==> config.mk <==
export PLATFORM = sky130hd
export DESIGN_NAME = lvds_rx_deser
export DESIGN_NICKNAME = d
export VERILOG_FILES = /design/src/rtl/lvds_rx_deser.sv
export SDC_FILE = /design/constraint.sdc
export NUM_CORES = 1
export LEC_CHECK = 0
export ABC_CLOCK_PERIOD_IN_PS = 4500
export BUFFER_PORTS_ARGS = -buffer_cell sky130_fd_sc_hd__buf_4
export CAP_MARGIN = 20
export CORE_MARGIN = 5
export CORE_UTILIZATION = 59
export DETAILED_ROUTE_END_ITERATION = 10
export PLACE_DENSITY = 0.86
export SKIP_LAST_GASP = 1
export SLEW_MARGIN = 40
export SYNTH_ARGS = -nofsm -noshare
export SYNTH_HDL_FRONTEND = slang
export SYNTH_SLANG_ARGS = --single-unit
==> constraint.sdc <==
create_clock -name clk -period 4.5 [get_ports clk]
set_input_delay 0.45 -clock clk [delete_from_list [all_inputs] [get_ports clk]]
set_output_delay 0.45 -clock clk [all_outputs]
set_load 0.05 [all_outputs]
==> src/rtl/lvds_rx_deser.sv <==
// LVDS receive deserializer and word aligner: samples one bit per clk, bit-slips onto a training word, then emits framed bytes.
// Optional feature macro: LVDS_RX_SLIP_POS_EN adds the rx_slip_pos output (slips mod 8 since reset/re-hunt).
module lvds_rx_deser #(
    parameter int                DATA_W        = 8,
    parameter logic [DATA_W-1:0] TRAIN_PATTERN = 8'hF1,
    parameter int                LOCK_CNT      = 4
) (
    input  logic              clk,
    input  logic              rst_n,
    input  logic              rx_in,
    input  logic              rx_data_align,
    output logic [DATA_W-1:0] rx_data,
    output logic              rx_valid,
    output logic              rx_locked
`ifdef LVDS_RX_SLIP_POS_EN
    ,
    output logic [2:0]        rx_slip_pos
`endif
);

    typedef enum logic [1:0] {
        HUNT   = 2'd0,
        VERIFY = 2'd1,
        LOCKED = 2'd2
    } state_t;

    localparam logic [2:0] BIT_LAST = 3'(DATA_W - 1);
    localparam logic [3:0] LOCK_TGT = 4'(LOCK_CNT);

    state_t            state_r;
    state_t            state_s;
    logic [DATA_W-1:0] sr_r;
    logic [DATA_W-1:0] sr_next_s;
    logic [2:0]        bit_cnt_r;
    logic              slip_pend_r;
    logic [3:0]        match_cnt_r;
    logic [3:0]        match_cnt_s;
    logic              align_d_r;
    logic              align_rise_s;
    logic              boundary_s;
    logic              match_s;
    logic              slip_s;
    logic [DATA_W-1:0] data_s;
    logic              valid_s;

    assign sr_next_s    = {sr_r[DATA_W-2:0], rx_in};
    assign align_rise_s = rx_data_align & ~align_d_r;
    // A slip holds bit_cnt at its last value for one edge, so that edge is not a boundary.
    assign boundary_s   = (bit_cnt_r == BIT_LAST) & ~slip_pend_r;
    assign match_s      = (sr_next_s == TRAIN_PATTERN);

    // Next-state, match counting, slip request and output word selection.
    always_comb begin
        state_s     = state_r;
        match_cnt_s = match_cnt_r;
        slip_s      = 1'b0;
        data_s      = rx_data;
        valid_s     = 1'b0;
        if (align_rise_s) begin
            state_s     = HUNT;
            match_cnt_s = 4'd0;
        end else if (boundary_s) begin
            case (state_r)
                HUNT: begin
                    if (match_s) begin
                        match_cnt_s = 4'd1;
                        state_s     = (LOCK_TGT == 4'd1) ? LOCKED : VERIFY;
                    end else begin
                        slip_s = 1'b1;
                    end
                end
                VERIFY: begin
                    if (match_s) begin
                        match_cnt_s = match_cnt_r + 4'd1;
                        if (match_cnt_s == LOCK_TGT) begin
                            state_s = LOCKED;
                        end else begin
                            state_s = VERIFY;
                        end
                    end else begin
                        slip_s      = 1'b1;
                        state_s     = HUNT;
                        match_cnt_s = 4'd0;
                    end
                end
                LOCKED: begin
                    data_s  = sr_next_s;
                    valid_s = 1'b1;
                end
                default: begin
                    state_s     = HUNT;
                    match_cnt_s = 4'd0;
                end
            endcase
        end else begin
            state_s = state_r;
        end
    end

    // Serial shift register and align-level history.
    always_ff @(posedge clk or negedge rst_n) begin
        if (!rst_n) begin
            sr_r      <= '0;
            align_d_r <= 1'b0;
        end else begin
            sr_r      <= sr_next_s;
            align_d_r <= rx_data_align;
        end
    end

    // Bit counter with single-edge hold on slip.
    always_ff @(posedge clk or negedge rst_n) begin
        if (!rst_n) begin
            bit_cnt_r   <= 3'd0;
            slip_pend_r <= 1'b0;
        end else if (slip_s) begin
            bit_cnt_r   <= bit_cnt_r;
            slip_pend_r <= 1'b1;
        end else begin
            bit_cnt_r   <= bit_cnt_r + 3'd1;
            slip_pend_r <= 1'b0;
        end
    end

    // FSM state and match counter registers.
    always_ff @(posedge clk or negedge rst_n) begin
        if (!rst_n) begin
            state_r     <= HUNT;
            match_cnt_r <= 4'd0;
        end else begin
            state_r     <= state_s;
            match_cnt_r <= match_cnt_s;
        end
    end

    // Registered outputs; lock flag mirrors the state being entered.
    always_ff @(posedge clk or negedge rst_n) begin
        if (!rst_n) begin
            rx_data   <= '0;
            rx_valid  <= 1'b0;
            rx_locked <= 1'b0;
        end else begin
            rx_data   <= data_s;
            rx_valid  <= valid_s;
            rx_locked <= (state_s == LOCKED);
        end
    end

`ifdef LVDS_RX_SLIP_POS_EN
    logic [2:0] slip_pos_r;

    // Slip position counter, cleared on re-hunt; holds naturally once locked.
    always_ff @(posedge clk or negedge rst_n) begin
        if (!rst_n) begin
            slip_pos_r <= 3'd0;
        end else if (align_rise_s) begin
            slip_pos_r <= 3'd0;
        end else if (slip_s) begin
            slip_pos_r <= slip_pos_r + 3'd1;
        end else begin
            slip_pos_r <= slip_pos_r;
        end
    end

    assign rx_slip_pos = slip_pos_r;
`endif

endmodule

==> impl_results.md <==
* Critical Path AT at 2.13 ns
* DRT iter0 DRCs at 9
* RSZ-0062 raised after global routing: false
* Final setup fails at 0
* DRC at 0
* Max stage delay on crit path at 0.61 ns
* Clock-pin slew on the worst setup and hold paths at 0.14 ns
* Latest clock arrival within the worst-skew pair at 0.31 ns
* First-pass GRT wire length at 2.932 mm
* Share of cells above drive strength 1 at 0.2700
* RR Endpoint: bit_cnt_r[1]
* Initial Utilization at 0.6013
* H-tree depth at 1
* Synth cell count leaders: 28 x dfrtp_1, 6 x mux2_1
* Slowest CP cell: or4_1
* CTS tree: built
* Syn_area_per_cell at 13.30 um^2
* Crit start category: flip-flop
* Most used cell, CP: ha_1
* Tightest Pin Transition at 0.6331 ns
* Crit path depth at 5
* Clk_skew at 0.001640 ns
* Die height at 54.03 um
* Initial antenna violation count at 0
* PortBufs at 13
* FMAX at 521.4 MHz
* GP Congestion at 0.8931
* Ys Warns at 0
* Post-Route WL at 1.656 mm
* Final net count at 108
* CP top delay family: simple AND/OR/NAND/NOR gates
* Period utilisation layout at 0.4262
* Leak at 0.6356 nW
* CORE AREA at 0.001902 mm^2
* Tmin final at 1.918 ns
* Sequential-to-total area share from yosys stat at 0.6127
* Area Overhead vs Synth at 13.46%
* Max Cap Violations at 0
* Number of gates resized after cts at 0
* Synthesized net count at 93
* #FFs+latches synth at 28
* Vias at 683
* Cts hold-fix bufs at 0
* Post-synth EDFFs at 0
* Status: complete, no violations
* Cell variety after synth at 28
* Cell-by-cell trace of the critical path: ha_1 > ha_1 > nand2b_1 > or4_1 > mux2_1
* Setup tns final at 0 ns
* Largest net degree at the start of global routing at 29
* Crit path to: bit_cnt_r[1]
* Detail Route Antenna Nets at 0
* Post-synthesis instance total at 86
* Post-Place Cells at 123
* Vias in the first global route at 709
* Crit. Startpoint: bit_cnt_r[0]
* Chip width at 54.03 um
* Worst-case clock buffer depth at 2
* # clock sinks at 28
* WP buf/inv at 0
* PD cells at 400.3 mW/mm^2
* Total CTS buffers at 3
* Hold Crit Class: input pin to async pin
* Root Buffer: clkbuf_4
* Worst vdd ir at 0.2980 mV
* Worst-path fanout max at 5
* DR vias/cell at 5.378
* FF-to-FF path depth at 5
* CP required at 4.72 ns
* I/O pin total at 14
* GRT Util Overall at 0.1395
* Cell Area, Synth at 0.001144 mm^2
* Non-filler cells, final at 127
* Top FF cell, synth: dfrtp_1
* Reg2reg setup slack at 2.58 ns
* Synth area leaders: dfrtp_1 61%, mux2_1 5.9%, mux2_2 3.9%
* Crit. End Element: flip-flop
* Power Total at 0.5194 mW
* Crit Path Category: flip-flop to flip-flop
* Area leader, netlist: dfrtp_1
* Routed WL per cell at 13.04 um
* FF-to-FF Start: bit_cnt_r[0]
* Hpwl dp at 1.256 mm
* Rel. slew slack at 0.5771
* Final hold viol count at 0
* Row cnt at 16
* Die Area at 0.002919 mm^2
* Slew Viols, Final at 0
* DRT Pass-1 Iters at 3
* Post-CTS Setup Inserts at 0
* Synth top area share at 0.6127
* Grt total ovfl at 0
* Most common cell in the netlist: dfrtp_1
* # diodes at 0
* Post-synth ARST share at 1.000
==> through the flow <==
stage                     utilization  setup slack, ns  hold slack (ns)  area [um^2]
after CTS                      0.6822            2.579          0.01334         1297
after global routing           0.6822            2.501          0.01948         1297
after detailed placement       0.6632            2.476           0.3809         1261
after floorplan                     -            2.734           0.1544         1144
final                          0.6822            2.582          0.01182         1297
after global placement         0.6632            2.554           0.3741         1261
==> worst min path at each step <==
stage,endpoint,slack [ns],cells after the start
finish,sr_r[6],0.01,1
global route,rx_data[7],0.02,1
CTS,rx_data[7],0.01,1
detailed placement,rx_data[7],0.38,1
global placement,rx_data[7],0.37,1
floorplan,align_d_r,0.15,0
==> power by group <==
group          switching (mW)  total, mW  internal (mW)
sequential             0.0149      0.295          0.280
combinational          0.0648      0.107         0.0424
clock                  0.0679      0.117         0.0494
total                   0.148      0.519          0.372
==> logic make-up after synthesis <==
logic type / Yosys count / share of synthesized area
DFF: 28 / 0.6127
adders and majority gates: 3 / 0.03283
and+or+nand+nor: 28 / 0.1597
muxes: 11 / 0.1072
buffers and inverters: 7 / 0.02516
AOI/OAI and AO/OA: 8 / 0.05471
xor gates and xnor gates: 1 / 0.007660
==> metal layers <==
layer	up-vias	GRT usage	wire, um
li1	332	-	-
met1	339	0.1675	764
met2	10	0.2359	816
met3	2	0.02493	62
met4	0	0.07469	12
met5	-	0	0
==> sequential cells by signal, indices dropped and copies added, names as in the netlist <==
name         count
slip_pend_r      1
state_r          2
rx_locked        1
align_d_r        1
match_cnt_r      4
bit_cnt_r        3
sr_r             7
rx_data          8
rx_valid         1
==> layout make-up <==
class                      instances  area, um^2
timing repair buffer              13       97.59
clock buffer                       4       36.28
tap                               27       33.78
fill                             148       604.3
sequential                        28       700.7
inverter                           4       15.01
multi-input combinational         51       414.1
==> placed cells by master (no fill, tap or decap), drive strengths merged, types with 2 or more instances in the layout <==
| master | synthesis | final |
|---|---|---|
| dfrtp | 28 | 28 |
| buf | 2 | 13 |
| mux2 | 10 | 10 |
| nor2 | 5 | 5 |
| inv | 4 | 4 |
| nand2b | 4 | 4 |
| clkbuf | 1 | 4 |
| a21oi | 4 | 4 |
| nor2b | 3 | 3 |
| nand3 | 3 | 3 |
| nand3b | 3 | 3 |
| nand2 | 3 | 3 |
| ha | 3 | 3 |
| or4b | 2 | 2 |
No activity file was read; power rests on OpenSTA's default activity.
